==> config.mk <==
export PLATFORM = sky130hd
export DESIGN_NAME = adder_sequencer_flat
export DESIGN_NICKNAME = d
export VERILOG_FILES = /design/src/rtl/adder_sequencer_if.sv /design/src/rtl/adder_sequencer.sv /design/src/flat_wrapper.sv
export SDC_FILE = /design/constraint.sdc
export NUM_CORES = 1
export LEC_CHECK = 0
export CAP_MARGIN = 20
export CORE_MARGIN = 10
export CORE_UTILIZATION = 27
export DETAILED_ROUTE_END_ITERATION = 7
export RECOVER_POWER = 25
export SLEW_MARGIN = 20
export SYNTH_ARGS = -nofsm -noshare
export SYNTH_HDL_FRONTEND = slang
export SYNTH_SLANG_ARGS = --single-unit
==> constraint.sdc <==
create_clock -name clk -period 7.7 [get_ports clk]
set_input_delay 0.77 -clock clk [delete_from_list [all_inputs] [get_ports clk]]
set_output_delay 0.77 -clock clk [all_outputs]
set_load 0.1 [all_outputs]
==> src/rtl/adder_sequencer_if.sv <==
// rtl/adder_sequencer_if.sv - requester and result handshake bundle for adder_sequencer
interface adder_sequencer_if #(parameter int WIDTH = 16);
    logic             req0_valid;
    logic             req0_ready;
    logic [WIDTH-1:0] req0_a;
    logic [WIDTH-1:0] req0_b;
    logic             req0_sub;
    logic             req1_valid;
    logic             req1_ready;
    logic [WIDTH-1:0] req1_a;
    logic [WIDTH-1:0] req1_b;
    logic             req1_sub;
    logic             res_valid;
    logic             res_ready;
    logic             res_id;
    logic [WIDTH-1:0] res_sum;
    logic             res_carryout;
    logic             res_overflow;

    modport master (
        output req0_valid, req0_a, req0_b, req0_sub,
        output req1_valid, req1_a, req1_b, req1_sub,
        output res_ready,
        input  req0_ready, req1_ready,
        input  res_valid, res_id, res_sum, res_carryout, res_overflow
    );

    modport slave (
        input  req0_valid, req0_a, req0_b, req0_sub,
        input  req1_valid, req1_a, req1_b, req1_sub,
        input  res_ready,
        output req0_ready, req1_ready,
        output res_valid, res_id, res_sum, res_carryout, res_overflow
    );
endinterface

==> src/rtl/adder_sequencer.sv <==
// rtl/adder_sequencer.sv - nibble-serial add/subtract engine shared round-robin by two requesters
module adder_sequencer #(
    parameter int WIDTH = 16
) (
    input  logic             clk,
    input  logic             reset,
    adder_sequencer_if.slave bus
);
    localparam int NIBBLES = WIDTH / 4;
    localparam int KW      = (NIBBLES > 1) ? $clog2(NIBBLES) : 1;

    typedef enum logic [1:0] {IDLE, RUN, DONE} state_t;

    state_t           state, state_nxt;
    logic [WIDTH-1:0] a_q, b_q, sum_q;
    logic [WIDTH-1:0] a_sh, b_sh;
    logic [KW-1:0]    k;
    logic             carry, id_q, prio, co_q, ov_q;
    logic             grant0, grant1, accept, last_nib;
    logic [3:0]       na, nb, ns;
    logic [4:0]       c;

    assign last_nib = (k == KW'(NIBBLES - 1));
    assign accept   = grant0 | grant1;

    always_ff @(posedge clk or posedge reset) begin
        if (reset) state <= IDLE;
        else       state <= state_nxt;
    end

    // Grants are gated by reset so nothing can be accepted while state is being cleared
    always_comb begin
        state_nxt = state;
        grant0    = 1'b0;
        grant1    = 1'b0;
        case (state)
            IDLE: begin
                if (!reset) begin
                    grant0 = bus.req0_valid & (!bus.req1_valid | !prio);
                    grant1 = bus.req1_valid & (!bus.req0_valid | prio);
                end
                if (grant0 | grant1) state_nxt = RUN;
            end
            RUN:     if (last_nib) state_nxt = DONE;
            DONE:    if (bus.res_ready) state_nxt = IDLE;
            default: state_nxt = IDLE;
        endcase
    end

    // 4-bit ripple adder; c[3] is the carry into the MSB of the top nibble
    always_comb begin
        a_sh = a_q >> {k, 2'b00};
        b_sh = b_q >> {k, 2'b00};
        na   = a_sh[3:0];
        nb   = b_sh[3:0];
        c    = '0;
        ns   = '0;
        c[0] = carry;
        for (int i = 0; i < 4; i++) begin
            ns[i]   = na[i] ^ nb[i] ^ c[i];
            c[i+1]  = (na[i] & nb[i]) | (c[i] & (na[i] ^ nb[i]));
        end
    end

    always_ff @(posedge clk or posedge reset) begin
        if (reset) begin
            a_q   <= '0;
            b_q   <= '0;
            sum_q <= '0;
            k     <= '0;
            carry <= 1'b0;
            id_q  <= 1'b0;
            prio  <= 1'b0;
            co_q  <= 1'b0;
            ov_q  <= 1'b0;
        end else if (accept) begin
            a_q   <= grant1 ? bus.req1_a : bus.req0_a;
            if (grant1) b_q <= bus.req1_sub ? ~bus.req1_b : bus.req1_b;
            else        b_q <= bus.req0_sub ? ~bus.req0_b : bus.req0_b;
            carry <= grant1 ? bus.req1_sub : bus.req0_sub;
            id_q  <= grant1;
            prio  <= grant0;
            k     <= '0;
        end else if (state == RUN) begin
            for (int n = 0; n < NIBBLES; n++) begin
                if (k == KW'(n)) sum_q[4*n +: 4] <= ns;
            end
            carry <= c[4];
            k     <= last_nib ? '0 : k + 1'b1;
            if (last_nib) begin
                co_q <= c[4];
                ov_q <= c[4] ^ c[3];
            end
        end
    end

    assign bus.req0_ready   = grant0;
    assign bus.req1_ready   = grant1;
    assign bus.res_valid    = (state == DONE);
    assign bus.res_id       = id_q;
    assign bus.res_sum      = sum_q;
    assign bus.res_carryout = co_q;
    assign bus.res_overflow = ov_q;
endmodule

==> src/flat_wrapper.sv <==
// flat-port wrapper written by rule: the top's interface ports become plain ports
module adder_sequencer_flat 
#(
    parameter int WIDTH = 16
)
  (clk, reset, bus_req0_valid, bus_req0_a, bus_req0_b, bus_req0_sub, bus_req1_valid, bus_req1_a, bus_req1_b, bus_req1_sub, bus_res_ready, bus_req0_ready, bus_req1_ready, bus_res_valid, bus_res_id, bus_res_sum, bus_res_carryout, bus_res_overflow);
  adder_sequencer_if #(.WIDTH(WIDTH)) bus_i ();
  input  logic clk;
  input  logic reset;
  input wire logic [$bits(bus_i.req0_valid)-1:0] bus_req0_valid;
  input wire logic [$bits(bus_i.req0_a)-1:0] bus_req0_a;
  input wire logic [$bits(bus_i.req0_b)-1:0] bus_req0_b;
  input wire logic [$bits(bus_i.req0_sub)-1:0] bus_req0_sub;
  input wire logic [$bits(bus_i.req1_valid)-1:0] bus_req1_valid;
  input wire logic [$bits(bus_i.req1_a)-1:0] bus_req1_a;
  input wire logic [$bits(bus_i.req1_b)-1:0] bus_req1_b;
  input wire logic [$bits(bus_i.req1_sub)-1:0] bus_req1_sub;
  input wire logic [$bits(bus_i.res_ready)-1:0] bus_res_ready;
  output wire logic [$bits(bus_i.req0_ready)-1:0] bus_req0_ready;
  output wire logic [$bits(bus_i.req1_ready)-1:0] bus_req1_ready;
  output wire logic [$bits(bus_i.res_valid)-1:0] bus_res_valid;
  output wire logic [$bits(bus_i.res_id)-1:0] bus_res_id;
  output wire logic [$bits(bus_i.res_sum)-1:0] bus_res_sum;
  output wire logic [$bits(bus_i.res_carryout)-1:0] bus_res_carryout;
  output wire logic [$bits(bus_i.res_overflow)-1:0] bus_res_overflow;
  assign bus_i.req0_valid = bus_req0_valid;
  assign bus_i.req0_a = bus_req0_a;
  assign bus_i.req0_b = bus_req0_b;
  assign bus_i.req0_sub = bus_req0_sub;
  assign bus_i.req1_valid = bus_req1_valid;
  assign bus_i.req1_a = bus_req1_a;
  assign bus_i.req1_b = bus_req1_b;
  assign bus_i.req1_sub = bus_req1_sub;
  assign bus_i.res_ready = bus_res_ready;
  assign bus_req0_ready = bus_i.req0_ready;
  assign bus_req1_ready = bus_i.req1_ready;
  assign bus_res_valid = bus_i.res_valid;
  assign bus_res_id = bus_i.res_id;
  assign bus_res_sum = bus_i.res_sum;
  assign bus_res_carryout = bus_i.res_carryout;
  assign bus_res_overflow = bus_i.res_overflow;
  adder_sequencer #(.WIDTH(WIDTH)) u_core (.clk(clk), .reset(reset), .bus(bus_i));
endmodule
==> results of run 1 <==
==> per-stage QoR <==
stage	setup slack (ps)	instances	hold WS [ps]
3_5_place_dp	2790	513	480
4_1_cts	2790	528	490
6_report	2870	529	487
3_3_place_gp	2930	513	466
5_1_grt	2750	529	513
2_1_floorplan	4160	303	475
==> Yosys cell counts (2+ instances only) <==
library cell / count
nand2b_1: 2
mux2_2: 8
dfrtp_1: 57
a31oi_1: 17
nand2_1: 11
ha_1: 4
nand3_1: 17
buf_1: 2
inv_1: 11
a221o_1: 16
clkbuf_1: 18
o21ai_0: 28
mux4_2: 8
buf_6: 4
nor4_1: 17
nor2_1: 3
xor2_1: 17
or3_1: 2
fa_1: 4
nand3b_1: 5
nor3_1: 18
xnor2_1: 16
mux2i_1: 2
nor2b_1: 2
buf_2: 4
==> flip-flops by register name, indices dropped and copies added, names as in the netlist <==
| name | cells |
|---|---|
| u_core.k | 2 |
| u_core.bus.res_overflow | 1 |
| u_core.state | 2 |
| u_core.bus.res_carryout | 1 |
| u_core.b_q | 16 |
| u_core.bus.res_id | 1 |
| u_core.a_q | 16 |
| u_core.bus.res_sum | 16 |
| u_core.prio | 1 |
| u_core.carry | 1 |
==> cell type report <==
class	instances	area (sq um)
fillers	1161	7020
multi-input cells	205	1600
flip-flops and latches	57	1430
repair buffers	95	940
clock buffers	12	256
well taps	143	179
inverters	13	50.0
clock inverters	3	40.0
diodes	1	2.50
==> cell families after synthesis <==
logic type               Yosys count  share of synthesized area, %
AND/OR/NAND/NOR                   79                          13.4
AO/OA/AOI/OAI                     67                          14.0
flip-flops                        57                          44.5
buffers and inverters             41                          5.93
XOR/XNOR                          33                          9.01
multiplexers                      18                          9.05
adder cells (fa/ha/maj)            8                          4.06
==> layer usage <==
metal	GRT usage [%]	up-vias	part of all wire (%)
met5	0	-	0
met2	18.0	86	47
li1	-	1279	-
met1	14.1	1272	43
met3	5.26	13	8.1
met4	4.21	0	2.0
==> where the power goes <==
part / internal (W) / switching [W]
sequential: 0.000451 / 0.000115
clock: 0.000264 / 0.000127
combinational: 0.000425 / 0.000749
total: 0.00114 / 0.000991
==> worst max-delay path: cells and delay by family <==
kind,cells,cell delay [ps]
buffers and inverters,4,2600
AND/OR/NAND/NOR,1,670
==> path summary, 6_finish.rpt <==
kind                                              startpoint                                  to  slack, ps  cells past startpoint
min                        u_core.bus.res_sum[7]$_DFFE_PP0P_   u_core.bus.res_sum[7]$_DFFE_PP0P_        490                      2
max                                           bus_req1_valid                      bus_req1_ready       2870                      5
max reg2reg                          u_core.k[0]$_DFFE_PP0P_  u_core.bus.res_sum[15]$_DFFE_PP0P_       4360                      9
min reg2reg                u_core.bus.res_sum[7]$_DFFE_PP0P_   u_core.bus.res_sum[7]$_DFFE_PP0P_        490                      2
max in group asynchronous                              reset   u_core.bus.res_sum[2]$_DFFE_PP0P_       4380                      3
min in group asynchronous                              reset             u_core.k[0]$_DFFE_PP0P_       1160                      2
==> reports/results.tsv, run 1 <==
metric	value	unit
Crit. End Element	output pin	
overall power	0.00213	W
Post-synth EDFFs	0	
CP Cell Sequence	dlygate4sd3_1 > clkinv_1 > or3_4 > clkinv_2 > clkdlybuf4s50_1	
Worst VDD drop	0.000159	V
DP Wirelength	7070	um
DR vias/cell	5.01	
Setup Viol. Count Final	0	
gr ovfl total	0	
vias in the first global route	2864	
CTS tree	done	
GR Util All Layers	11.6	%
largest net degree at the start of global routing	53	
register bit total from synthesis	57	
Crit-path slowest cell	clkdlybuf4s50_1	
initial antenna violation count	1	
Max-cap violations	1	
post-synthesis async set-or-reset flop share	100	%
P per Cell Area	474	mW/mm^2
CP Data Required Time	6930	ps
post-synth top area cell	dfrtp_1	
most frequent cells in the layout	90 x clkdlybuf4s50_1, 57 x dfrtp_1, 28 x o21ai_0	
data arrival time of the critical path	4060	ps
endpoints failing hold	0	
final worst path period share	62.7	%
hold-fix buffers at CTS	0	
CP peak stage delay	1190	ps
Fmax achieved	207	MHz
Fin Setup TNS	0	ps
CP Max Fanout	20	
first-pass GRT wire length	15300	um
register clock-pin slew on the reported worst setup and hold paths	50	ps
ranking of synthesized cells by area	dfrtp_1 44%, mux4_2 5.6%, a221o_1 5.0%, xor2_1 4.6%, o21ai_0 4.4%	
RePlAce Congestion	0.797	
Post-CTS Setup Inserts	0	
Cells after Synth	303	
syn_area_per_cell	10.6	sq um
crit start category	input port	
IO Port Bufs	92	
Synth top area share	44.5	%
Max clock buf depth	2	
Die ar.	0.0166	sq mm
CTS resizes	0	
Leak	1.76	nW
clock latency on the worst-skew pair	320	ps
effective utilization at floorplan	27.8	%
sequential-to-total area share from yosys stat	44.5	%
routed len/inst	17.7	um
core area	0.0115	sq mm
Synth Flop Type	dfrtp_1	
layout cells sized above 1	10.1	%
IO Pins	93	
# rows	39	
final net count	460	
Unique masters post-synth	35	
clk sinks	57	
kind of critical path	input port to output pin	
H-tree depth	3	
Cell Area, Synth	0.00321	sq mm
Synth Net Count	382	
status	complete, but fails checks	
die height	129	um
number of buffers created by CTS	9	
Hold Path Class	register to register	
DR pass1 iterations	4	
slew margin rel.	-18.5	%
failing checks	capacitance limit, slew limit	
DP Area	0.00419	sq mm
commonest non-fill, non-tap cell in the layout	clkdlybuf4s50_1	
Slew Limit Fails	34	
Period minus WS final	4830	ps
Vias	2650	
RSZ-0062 raised after global routing	no	
clk root buf	clkbuf_16	
DRT antenna net count	0	
Iter 0 DRT Violations	175	
final instance area	0.00449	sq mm
Residual DRC	0	
Area growth, synth to finish	40.1	%
post-layout util	39.0	%
routed wire length	9340	um
Die Wd	129	um
Worst-Margin Slew	1780	ps
warnings from Yosys	0	
Setup Skew	8.56	ps
No activity file was read; power rests on OpenSTA's default activity.
==> run 2: changes to the inputs <==
==> constraint.sdc (replaced) <==
create_clock -name clk -period 4.3 [get_ports clk]
set_input_delay 0.43 -clock clk [delete_from_list [all_inputs] [get_ports clk]]
set_output_delay 0.43 -clock clk [all_outputs]
set_load 0.1 [all_outputs]
==> reports/results.tsv, run 2 (same netlist as run 1, synthesis figures left out) <==
metric	value	unit
Max-cap violations	1	
clock latency on the worst-skew pair	320	ps
Period minus WS final	3290	ps
commonest non-fill, non-tap cell in the layout	clkdlybuf4s50_1	
final net count	460	
vias in the first global route	2807	
RSZ-0062 raised after global routing	no	
layout cells sized above 1	11.4	%
GR Util All Layers	11.2	%
Fmax achieved	304	MHz
IO Port Bufs	92	
routed len/inst	17.8	um
Residual DRC	0	
fill cell count	1114	
Worst-Margin Slew	2560	ps
Hold Path Class	register to register	
Worst VDD drop	0.000286	V
Post-CTS Setup Inserts	0	
kind of critical path	register to register	
gr ovfl total	0	
Fin Setup TNS	0	ps
CP Max Fanout	13	
clk sinks	57	
largest net degree at the start of global routing	58	
effective utilization at floorplan	27.8	%
failing checks	capacitance limit, slew limit	
most frequent cells in the layout	89 x clkdlybuf4s50_1, 57 x dfrtp_1, 28 x o21ai_0	
DR vias/cell	5.06	
H-tree depth	3	
endpoints failing hold	0	
clk root buf	clkbuf_16	
CTS resizes	0	
final worst path period share	76.5	%
Setup Viol. Count Final	0	
Setup Skew	7.07	ps
# rows	39	
Crit. End Element	register	
worst setup path startpoint	u_core.k[0]$_DFFE_PP0P_	
P per Cell Area	863	mW/mm^2
Slew Limit Fails	58	
RePlAce Congestion	0.774	
CTS tree	done	
Iter 0 DRT Violations	219	
routed wire length	9400	um
slew margin rel.	-71.8	%
initial antenna violation count	0	
Area growth, synth to finish	41.9	%
first-pass GRT wire length	14700	um
final worst setup slack	1010	ps
number of buffers created by CTS	9	
Leak	1.79	nW
data arrival time of the critical path	3520	ps
DR pass1 iterations	4	
status	complete, but fails checks	
hold-fix buffers at CTS	0	
DRT antenna net count	0	
die height	129	um
crit start category	register	
Die Wd	129	um
DP Wirelength	7100	um
IO Pins	93	
Die ar.	0.0166	sq mm
Vias	2675	
n_diodes	0	
Setup WS pre-CTS	997	ps
Reg2Reg Launch Point	u_core.k[0]$_DFFE_PP0P_	
min-delay src	u_core.bus.res_sum[8]$_DFFE_PP0P_	
CP Data Required Time	4530	ps
register clock-pin slew on the reported worst setup and hold paths	50	ps
Max clock buf depth	2	
core area	0.0115	sq mm
[run 2: worst paths after layout]
| path | end | depth (start not counted) | slack (ps) |
|---|---|---|---|
| min in group asynchronous | u_core.prio$_DFFE_PP0P_ | 2 | 1360 |
| worst max register to register | u_core.bus.res_sum[7]$_DFFE_PP0P_ | 9 | 1010 |
| worst min-delay path | u_core.bus.res_sum[8]$_DFFE_PP0P_ | 2 | 480 |
| max in group asynchronous | u_core.a_q[1]$_DFFE_PP0P_ | 2 | 1780 |
| worst min register to register | u_core.bus.res_sum[8]$_DFFE_PP0P_ | 2 | 480 |
| worst max-delay path | u_core.bus.res_sum[7]$_DFFE_PP0P_ | 9 | 1010 |
[run 2: critical path: stages (launching register included)]
cell	delay [ps]
dfrtp_1	740
mux4_2	580
inv_1	100
fa_1	170
inv_1	50
fa_1	390
fa_1	410
inv_1	80
fa_1	450
o21ai_0	220
[run 2: layout make-up]
type	count	area [sq um]	share of cell area, %
Clock inverter	6	105	2.31
Multi-Input combinational cell	205	1600	35.1
Tap cell	143	179	3.93
Sequential cell	57	1430	31.4
Inverter	13	51.3	1.13
Timing Repair Buffer	95	951	20.9
Clock buffer	10	239	5.25
[run 2: power by group]
group          switching, W  internal [W]  total (W)  leakage, nW
clock              0.000237      0.000577   0.000814        0.172
sequential         0.000222      0.000809    0.00103        0.693
combinational       0.00132      0.000761    0.00208        0.921
total               0.00178       0.00215    0.00393         1.79
[run 2: stage by stage]
step | cell area [sq um] | std cells | hold slack, ps | power [W] | utilization [%]
after floorplan | 3210 | 303 | 475 | 0.00258 | -
after global placement | 4200 | 513 | 465 | 0.00309 | 36.4
after detailed placement | 4200 | 513 | 478 | 0.00313 | 36.5
after CTS | 4550 | 529 | 489 | 0.00397 | 39.5
after global routing | 4550 | 529 | 506 | 0.00416 | 39.5
final | 4550 | 529 | 483 | 0.00393 | 39.5
[run 2: layer usage]
metal / global-route usage [%] / wire, um / vias to the layer above
met4: 5.22 / 196 / 0
met2: 16.8 / 4260 / 93
met5: 0 / 0 / -
met3: 3.49 / 623 / 19
li1: - / - / 1273
met1: 14.4 / 4320 / 1290
==> run 3: changes to the inputs <==
==> constraint.sdc (replaced) <==
create_clock -name clk -period 3.3 [get_ports clk]
set_input_delay 0.33 -clock clk [delete_from_list [all_inputs] [get_ports clk]]
set_output_delay 0.33 -clock clk [all_outputs]
set_load 0.1 [all_outputs]
==> reports/results.tsv, run 3 (same netlist as run 1, synthesis figures left out) <==
metric	value	unit
status	finished clean	
vias in the first global route	2898	
DR pass1 iterations	5	
final worst setup slack	267	ps
Seq pwr share	26.5	%
core area	0.0115	sq mm
layout cells sized above 1	11.8	%
slew margin rel.	31.9	%
number of buffers created by CTS	9	
P per Cell Area	1090	mW/mm^2
worst setup path startpoint	u_core.k[0]$_DFFE_PP0P_	
die height	129	um
Period minus WS final	3030	ps
Hold Path Class	register to register	
RR Endpoint	u_core.bus.res_sum[15]$_DFFE_PP0P_	
Setup WS pre-CTS	237	ps
GR Util All Layers	11.7	%
Clock power frac	16.9	%
kind of critical path	register to register	
routed wire length	9480	um
min-delay src	u_core.bus.res_sum[4]$_DFFE_PP0P_	
final worst path period share	91.9	%
CTS resizes	0	
P_int	0.00262	W
Worst VDD drop	0.000402	V
post-layout util	39.3	%
Switching Fraction	47.0	%
Worst-Margin Slew	1020	ps
most frequent cells in the layout	88 x clkdlybuf4s50_1, 57 x dfrtp_1, 28 x o21ai_0	
final net count	465	
crit start category	register	
Area growth, synth to finish	41.0	%
Setup Skew	6.94	ps
switching pwr	0.00232	W
clk sinks	57	
Fin Setup TNS	0	ps
Max-cap violations	0	
clk root buf	clkbuf_16	
data arrival time of the critical path	3260	ps
routed len/inst	17.8	um
gr ovfl total	0	
first-pass GRT wire length	15400	um
Residual DRC	0	
clock latency on the worst-skew pair	320	ps
Die Wd	129	um
RSZ-0062 raised after global routing	no	
H-tree depth	3	
final instance area	0.00452	sq mm
r2r setup slk	270	ps
DRT antenna net count	0	
n_diodes	0	
Die ar.	0.0166	sq mm
effective utilization at floorplan	27.8	%
Setup Viol. Count Final	0	
commonest non-fill, non-tap cell in the layout	clkdlybuf4s50_1	
initial antenna violation count	0	
IO Pins	93	
register clock-pin slew on the reported worst setup and hold paths	50	ps
Reg2Reg Launch Point	u_core.k[0]$_DFFE_PP0P_	
Fmax achieved	330	MHz
Post-CTS Setup Inserts	0	
DP Area	0.00424	sq mm
Vias	2686	
CP Data Required Time	3520	ps
Crit. End Element	register	
CTS tree	done	
endpoints failing hold	0	
Logic pwr share	56.6	%
RePlAce Congestion	0.794	
Iter 0 DRT Violations	197	
CP Max Fanout	6	
Max clock buf depth	2	
largest net degree at the start of global routing	53	
crit path to	u_core.bus.res_sum[15]$_DFFE_PP0P_	
Slew Limit Fails	0	
hold-fix buffers at CTS	0	
IO Port Bufs	92	
# rows	39	
FF-to-FF path depth	9	
DR vias/cell	5.03	
Leak	1.79	nW
DP Wirelength	7260	um
==> run 3: cell count changes in the layout (fill, tap and decap cells not counted), sizes merged <==
cell,delta
clkbuf,+4
buf,+5
bufinv,-3
inv,+1
clkdlybuf4s50,-1
clkinvlp,-1
==> run 3: worst min-delay path by stage <==
stage	to	slack, ps	depth (start not counted)
6_report	u_core.bus.res_sum[4]$_DFFE_PP0P_	490	2
5_1_grt	u_core.bus.res_sum[0]$_DFFE_PP0P_	500	2
4_1_cts	u_core.b_q[10]$_DFFE_PP0P_	410	2
3_5_place_dp	u_core.bus.res_sum[0]$_DFFE_PP0P_	470	2
3_3_place_gp	u_core.bus.res_sum[8]$_DFFE_PP0P_	460	2
2_1_floorplan	u_core.state[1]$_DFFE_PP0P_	440	1
==> run 3: area by class of cell <==
cell class              count  area [sq um]
clock buffers              13           260
clock inverters             3          15.0
well taps                 143           179
repair buffers            100           996
fillers                  1133          7000
inverters                  13          50.0
multi-input cells         205          1590
flip-flops and latches     57          1430
==> run 3: metal layers <==
metal / up-vias / share of wire (%) / wire (um) / global-route usage (%)
met5: - / 0 / 0 / 0
met4: 0 / 1.3 / 126 / 4.41
met3: 7 / 7.6 / 724 / 4.02
met2: 91 / 46 / 4320 / 18.3
met1: 1305 / 45 / 4310 / 14.8
li1: 1283 / - / - / -
==> run 3: critical path, stage by stage, from the launching register on <==
cell and delay, ps:
dfrtp_1 530, mux4_2 550, inv_1 90, fa_1 160, inv_1 50, fa_1 400, fa_1 430, inv_1 90
fa_1 450, o21ai_0 200
==> run 3: power groups by stage <==
| stage | logic (W) | registers [W] | clock network (W) |
|---|---|---|---|
| after floorplan | 0.00137 | 0.00200 | 0 |
| after global placement | 0.00275 | 0.00131 | 0 |
| after detailed placement | 0.00282 | 0.00132 | 0 |
| after CTS | 0.00283 | 0.00131 | 0.000855 |
| after global routing | 0.00303 | 0.00136 | 0.000887 |
| final | 0.00279 | 0.00131 | 0.000835 |
==> run 3: per-stage QoR <==
stage                     power, W  cells  hold WS (ps)
after global routing       0.00527    534           501
after detailed placement   0.00415    518           473
final                      0.00494    534           485
after global placement     0.00406    518           464
after CTS                  0.00499    534           415
after floorplan            0.00336    303           438
